### src/rtl/tcb_axis_img_packer.sv
// AXI-Stream front end for the TCB classifier: packs 32-bit beats into an 11x11x8 image
// and returns each 8-bit class result to the DMA as a single-beat packet.
module tcb_axis_img_packer #(
    parameter int PIX_W  = 8,
    parameter int N_PIX  = 121,
    parameter int AXIS_W = 32
) (
    input  logic                      clk,
    input  logic                      rst,
    input  logic [AXIS_W-1:0]         s_axis_tdata,
    input  logic                      s_axis_tvalid,
    output logic                      s_axis_tready,
    input  logic                      s_axis_tlast,
    output logic [PIX_W*N_PIX-1:0]    img_source,
    output logic                      valid_top,
    input  logic                      ready_top,
    input  logic                      res_valid,
    input  logic [7:0]                res_number,
    output logic [AXIS_W-1:0]         m_axis_tdata,
    output logic                      m_axis_tvalid,
    input  logic                      m_axis_tready,
    output logic                      m_axis_tlast,
    output logic                      frame_err,
    output logic                      res_ovf,
    output logic [15:0]               frame_cnt
);

    localparam int IMG_W     = PIX_W * N_PIX;
    localparam int BEATS     = (IMG_W + AXIS_W - 1) / AXIS_W;
    localparam int LANES     = AXIS_W / PIX_W;
    localparam int BEAT_CW   = $clog2(BEATS);
    localparam int LAST_BEAT = BEATS - 1;

    typedef enum logic [1:0] {
        FILL    = 2'd0,
        DRAIN   = 2'd1,
        PRESENT = 2'd2
    } state_t;

    state_t               state_reg, state_next;
    logic [BEAT_CW-1:0]   beat_reg, beat_next;
    logic                 tready_reg;
    logic                 valid_reg;
    logic                 frame_err_reg;
    logic                 err_set;
    logic                 frame_done;
    logic [15:0]          frame_cnt_reg;
    logic                 xfer;
    logic                 fill_xfer;
    logic                 last_beat;

    logic [PIX_W-1:0]     pix_reg [N_PIX];

    logic                 res_valid_reg;
    logic [7:0]           res_reg;
    logic                 res_ovf_reg;
    logic                 m_accept;

    assign xfer      = s_axis_tvalid & tready_reg;
    assign fill_xfer = xfer & (state_reg == FILL);
    assign last_beat = (beat_reg == BEAT_CW'(LAST_BEAT));

    // ---------------- image FSM ----------------
    always_ff @(posedge clk or negedge rst) begin
        if (!rst) begin
            state_reg <= FILL;
        end else begin
            state_reg <= state_next;
        end
    end

    always_comb begin
        state_next = state_reg;
        beat_next  = beat_reg;
        err_set    = 1'b0;
        frame_done = 1'b0;
        case (state_reg)
            FILL: begin
                if (xfer) begin
                    if (last_beat) begin
                        beat_next = '0;
                        if (s_axis_tlast) begin
                            state_next = PRESENT;
                        end else begin
                            err_set    = 1'b1;
                            state_next = DRAIN;
                        end
                    end else if (s_axis_tlast) begin
                        // short frame: restart packing from beat 0
                        err_set   = 1'b1;
                        beat_next = '0;
                    end else begin
                        beat_next = beat_reg + BEAT_CW'(1);
                    end
                end
            end
            DRAIN: begin
                if (xfer && s_axis_tlast) begin
                    state_next = FILL;
                    beat_next  = '0;
                end
            end
            PRESENT: begin
                if (ready_top) begin
                    state_next = FILL;
                    beat_next  = '0;
                    frame_done = 1'b1;
                end
            end
            default: begin
                state_next = FILL;
                beat_next  = '0;
            end
        endcase
    end

    always_ff @(posedge clk or negedge rst) begin
        if (!rst) begin
            beat_reg      <= '0;
            tready_reg    <= 1'b0;
            valid_reg     <= 1'b0;
            frame_err_reg <= 1'b0;
            frame_cnt_reg <= '0;
        end else begin
            beat_reg   <= beat_next;
            tready_reg <= (state_next != PRESENT);
            valid_reg  <= (state_next == PRESENT);
            if (err_set) begin
                frame_err_reg <= 1'b1;
            end
            if (frame_done) begin
                frame_cnt_reg <= frame_cnt_reg + 16'd1;
            end
        end
    end

    // Each pixel owns a register written from its fixed beat/lane; pixel 0 lands at the MSB.
    generate
        for (genvar gi = 0; gi < N_PIX; gi++) begin : g_pix
            localparam int PIX_BEAT = gi / LANES;
            localparam int PIX_LANE = gi % LANES;

            always_ff @(posedge clk or negedge rst) begin
                if (!rst) begin
                    pix_reg[gi] <= '0;
                end else if (fill_xfer && (beat_reg == BEAT_CW'(PIX_BEAT))) begin
                    pix_reg[gi] <= s_axis_tdata[PIX_LANE*PIX_W +: PIX_W];
                end
            end

            assign img_source[IMG_W-1-PIX_W*gi -: PIX_W] = pix_reg[gi];
        end
    endgenerate

    // ---------------- result path ----------------
    assign m_accept = res_valid_reg & m_axis_tready;

    always_ff @(posedge clk or negedge rst) begin
        if (!rst) begin
            res_valid_reg <= 1'b0;
            res_reg       <= '0;
            res_ovf_reg   <= 1'b0;
        end else begin
            if (res_valid && (!res_valid_reg || m_accept)) begin
                res_valid_reg <= 1'b1;
                res_reg       <= res_number;
            end else if (m_accept) begin
                res_valid_reg <= 1'b0;
            end else if (res_valid) begin
                // buffer full and not draining: keep the old result
                res_ovf_reg <= 1'b1;
            end
        end
    end

    assign s_axis_tready = tready_reg;
    assign valid_top     = valid_reg;
    assign frame_err     = frame_err_reg;
    assign frame_cnt     = frame_cnt_reg;
    assign m_axis_tdata  = {{(AXIS_W-8){1'b0}}, res_reg};
    assign m_axis_tvalid = res_valid_reg;
    assign m_axis_tlast  = res_valid_reg;
    assign res_ovf       = res_ovf_reg;

endmodule

### config.mk
export PLATFORM = sky130hd
export DESIGN_NAME = tcb_axis_img_packer
export DESIGN_NICKNAME = d
export VERILOG_FILES = /design/src/rtl/tcb_axis_img_packer.sv
export SDC_FILE = /design/constraint.sdc
export NUM_CORES = 1
export LEC_CHECK = 0
export CAP_MARGIN = 10
export CORE_AREA = 2 2 422 424
export CTS_CLUSTER_DIAMETER = 50
export DETAILED_ROUTE_END_ITERATION = 16
export DIE_AREA = 0 0 424 426
export DONT_BUFFER_PORTS = 1
export GPL_TIMING_DRIVEN = 0
export SYNTH_ARGS = -nofsm -noshare
export SYNTH_HDL_FRONTEND = slang
export SYNTH_SLANG_ARGS = --single-unit
export TNS_END_PERCENT = 30
### constraint.sdc
create_clock -name clk -period 2.5 [get_ports clk]
set_clock_uncertainty 0.1 [all_clocks]
set_input_delay 0 -clock clk [delete_from_list [all_inputs] [get_ports clk]]
set_output_delay 0 -clock clk [all_outputs]
set_load 0.03 [all_outputs]
# After elaboration in Yosys (flattened, before gate mapping)
# Cells that the tools add are included.
# totals
regBits,1004
in_bits,47
output_inout_bits,1022
wordCells,235
# op_classes
n_addsub,2
n_eq_ne,37
mux,21
n_bitwise,5
n_reduce_logical,40
# op_table
cell,n
5-bit == test (second input constant),15
5-bit by 4-bit == test with 1-bit output (second input constant),8
1-bit logical AND,33
5-bit 2-to-1 mux,5
5-bit by 3-bit == test with 1-bit output (second input constant),4
16-bit by 1-bit adder with 16-bit output (second input constant),1
5-bit case mux with 3 select lines,1
5-bit by 2-bit == test with 1-bit output (second input constant),2
2-bit 2-to-1 mux,5
1-bit 2-to-1 mux,9
2-bit != test (second input constant),4
2-bit case mux with 3 select lines,1
3-bit AND reduction,2
5-bit by 1-bit adder with 5-bit output (second input constant),1
5-bit by 1-bit == test with 1-bit output (second input constant),1
5-bit logical NOT,1
2-bit == test (second input constant),2
1-bit bitwise AND,3
2-bit by 1-bit == test with 1-bit output (second input constant),1
2-bit logical NOT,1
1-bit inverter,2
2-bit nonzero test,1
1-bit logical NOT,1
1-bit logical OR,1

# Depth between registers and ports, before layout
# logic_depth
depth_word,5
depth_mapped,7
mapped_depth_nobuf,6

# Worst setup path before layout
# No wires, ideal clock.
# synth_path
kind,register to register
startpoint,register beat_reg[0]
endpoint,register pix_reg (netlist bit img_source[456])
setup_ns,0.125
arrival_time_ns,1.859
required_ns,2.275
setup_slack_ns,0.416
stages_incl_launch_ff,7
path_buffers,1
period_less_slack_ns,2.084
cell_sequence,dfrtp_1 > ha_1 > and3_1 > ha_1 > nand2_1 > buf_1 > mux2_2
# synth_between
elab_chain_cells,2
# synth_lines
item,line_no,rtl
from (decl),41,"logic [BEAT_CW-1:0] beat_reg, beat_next;"
from (signal assigned),125,beat_reg <= beat_next;
5-bit by 4-bit == test with 1-bit output,146,end else if (fill_xfer && (beat_reg == BEAT_CW'(PIX_BEAT))) begin
1-bit logical AND,146,
"to (signal, indexed assignment)",147,pix_reg[gi] <= s_axis_tdata[PIX_LANE*PIX_W +: PIX_W];
to (decl),52,logic [PIX_W-1:0] pix_reg [N_PIX];
# No other way between the ends.
# A chain may end at the register's enable or synchronous reset.

# Final worst setup path
# layout_path
startpoint,"register tready_reg, in the netlist s_axis_tready"
endpoint,register pix_reg (netlist bit img_source[772])
# layout_between
elab_chain_cells,3
# layout_lines
item,line_no,rtl
from (decl),42,logic tready_reg;
from (signal assigned),126,tready_reg <= (state_next != PRESENT);
1-bit bitwise AND,59,assign xfer = s_axis_tvalid & tready_reg;
1-bit bitwise AND,60,assign fill_xfer = xfer & (state_reg == FILL);
1-bit logical AND,146,
# No other way between the ends.

==> run summary <==
The flow ran to the end, but the final reports show violations. The final reports fail on negative hold slack, negative setup slack. After detailed placement, the design holds a cell count of 4704. The first global-routing pass estimated 207000 um of wire. Time the final worst path needs with I/O delays and setup: 2.55 ns.

TritonCTS built the clock tree. The tools report the signal arrival time at the worst endpoint as 3.11 ns. The mapped netlist covers 38100 sq um. Summing internal, switching and leakage power gives 43.3 mW. For flop-to-flop paths, the worst setup slack is -0.05 ns. Setup violations remaining at the end of the flow were counted as 53. The root buffer selected by CTS is sky130_fd_sc_hd__clkbuf_16.

In this run the horizontal extent of the chip is 424 um. The sequential cells in the finished layout cover a total of 25100 sq um. For the total number of placement rows, the log shows 154. STA classifies the critical path endpoint as a flip-flop. The worst setup path is of the flip-flop to flip-flop kind.

The non-filler instance count after layout is 5042, and the number of max-cap violations is 0. The worst setup path is launched from a flip-flop. Yosys printed 0 warnings. Sequential elements use 65.9% of the synthesized area. The clock tree synthesis step divided the H-tree into 4 levels. The top-level port count came out at 1069. The congestion estimate from routability-driven global placement came to 0.809. IR analysis of the VDD net gives a maximum drop of 0.555 mV. For the filler cell count in the final layout, the log shows 17900. The logs give 16.8% for the total track usage and 1467 for the first-iteration detailed-routing DRC count. The die covers 181000 sq um.

The routed layout has 21800 vias. The post-route netlist has 47.8% of its cells at a drive strength greater than 1. The total area of multi-input combinational cells is 12100 sq um. The leakage power total came out at 23.1 nW. Setup repair after global routing could not meet its margin everywhere. The number of enable flip-flop cells after synthesis was 0; the number of flip-flops in the largest register was 968. The total congestion overflow is 0, and the number of flip-flops and latches in the synthesized netlist is 1004. For the number of distinct standard cells referenced by the synthesized netlist, the log shows 44. Cells fill 26.7% of the core in the end. Maximum frequency from static timing analysis: 393 MHz. After detailed routing, the number of vias per cell comes to 4.33. The clock passes through at most 3 buffers. The starting density of the core came out at 21.7%. The highest net fanout along the worst path is 10, and the final routed DRC violation total is 0. The count of antenna-violating nets left after detailed routing is 0. The port buffer count was 0; the number of cells produced by synthesis was 2336. Summing all non-filler instances in the final layout gives an area of 46900 sq um.

Dividing the synthesized area by the synthesized cell count gives 16.3 sq um. CTS saw 1004 sinks. The number of global-route vias before repair is 22200, and the insertion delay to the later sink of the worst-skew pair is 0.78 ns.

The count of final max-slew check failures was 0. The most used flip-flop cell after synthesis is sky130_fd_sc_hd__dfrtp_1. The tools report the detailed placement HPWL as 115000 um. The data required time of the critical path came out at 3.06 ns.

After detailed routing, the average wire length per cell comes to 31.2 um. The run gives 40 as the initial antenna violation count. Summed over all layers, the routed wires come to 157000 um. Commonest non-fill, non-tap cell in the layout: sky130_fd_sc_hd__dfrtp_1. The tools report the TritonCTS buffer count as 130. The total power density per cell area works out to 924 nW/um^2.

Compared with the post-synthesis result, the final layout area differs by 23.0%. Number of failing hold endpoints at the final stage: 284. The path class of the tightest hold or removal check is input port to async pin. The minimum setup slack in the final design was -0.0472 ns; the post-CTS clock slew at the launch and capture registers of the worst setup and hold paths was 0.06 ns. For the iteration count of the initial detailed-routing pass, the log shows 5. Worst hold margin: -1.19 ns. In this run the standard cell core region covers 176000 sq um. In the layout the commonest cells are sky130_fd_sc_hd__dfrtp_1, sky130_fd_sc_hd__mux2_2, sky130_fd_sc_hd__clkbuf_16.

The die span in y is 426 um. Measured against its own limit, the worst slew margin works out to 10.9%. The placed instances occupy a cell area of 41300 sq um. The run gives 1005 as the largest net degree at the start of global routing. The layout net count is 2640. For this run, asynchronously set or reset flops after synthesis account for 100%. The hold buffer count at cts was 58. In the finished design, the share of the clock period the worst path needs comes to 102%. At the pin with the least slew margin, the transition time is 1.34 ns.
==> final cells by class <==
class / count / area share, %
clock buffers: 172 / 7.64
diodes: 17 / 0.0907
plain buffers: 218 / 2.72
repair buffers: 97 / 2.33
clock inverters: 58 / 1.49
multi-input cells: 1129 / 25.8
flip-flops and latches: 1004 / 53.6
well taps: 2340 / 6.24
inverters: 7 / 0.0560
==> metrics by stage <==
step / setup WS (ns) / TNS, ns
floorplan: 0.416 / 0
global route: -0.149 / -24.67
detailed placement: -1.05 / -498.31
finish: -0.0472 / -1.11
CTS: -0.362 / -65.99
global placement: -1.05 / -483.66
==> cells by family (layout without fill, tap and decap cells) <==
family,after synthesis,count (layout),synth area share (%)
flops,1004,1004,65.9
mux,977,977,28.9
buf+inv,226,552,3.07
simple gates,91,91,1.35
xor+xnor,16,16,0.368
compound gates,15,15,0.263
fa+ha+maj,6,6,0.197
other cells,1,41,0.00984
==> Yosys cell counts, drive strengths merged (2+ instances only) <==
| master | count | share of area, % |
|---|---|---|
| dfrtp | 1004 | 66 |
| mux2 | 977 | 29 |
| buf | 123 | 2.1 |
| clkbuf | 96 | 0.95 |
| nand2 | 22 | 0.23 |
| nor2 | 15 | 0.17 |
| nand4 | 13 | 0.21 |
| nand3 | 12 | 0.19 |
| and3 | 8 | 0.14 |
| xnor2 | 8 | 0.18 |
| xor2 | 8 | 0.18 |
| inv | 7 | 0.069 |
| ha | 6 | 0.20 |
| o21ai | 6 | 0.079 |
| nand2b | 4 | 0.066 |
| nor2b | 3 | 0.049 |
| nor3 | 3 | 0.053 |
| and3b | 2 | 0.046 |
| and4 | 2 | 0.046 |
| nor4 | 2 | 0.033 |
==> critical path, cell delays in order, from the launching register on <==
cell and delay [ns]:
sky130_fd_sc_hd__dfrtp_4 0.57, sky130_fd_sc_hd__and3b_2 0.27, sky130_fd_sc_hd__buf_4 0.19, sky130_fd_sc_hd__and3_2 0.28, sky130_fd_sc_hd__nand2_2 0.24, sky130_fd_sc_hd__buf_2 0.37, sky130_fd_sc_hd__mux2_2 0.38
==> what timing repair did <==
action | 4_1_cts | 5_1_grt
pin swaps | 6 | 4
resized for setup | 57 | 43
endpoints found under the setup margin | 951 | 771
endpoints found under the hold margin | 1956 | 282
setup buffers | 21 | 8
==> report_power, final <==
group	total, mW	internal (mW)	switching (mW)
combinational	2.72	1.28	1.45
sequential	21.9	17.6	4.24
clock	18.7	10.9	7.79
==> metal layers <==
layer	GRT usage [%]	routed length, um	up-vias
li1	-	-	8667
met1	18.7	57500	12100
met2	30.3	83600	846
met3	5.27	11200	235
met4	5.72	4820	6
met5	0	34	-
==> final timing paths <==
kind | to | cells after the start | from
setup / recovery | img_source[772] | 6 | s_axis_tready
hold / removal | img_source[331] | 0 | rst
setup reg to reg | img_source[772] | 6 | s_axis_tready
hold reg to reg | beat_reg[0] | 1 | beat_reg[0]
max in group asynchronous | img_source[123] | 3 | rst
min in group clk | img_source[431] | 2 | s_axis_tdata[31]
No activity file was read; power rests on OpenSTA's default activity.
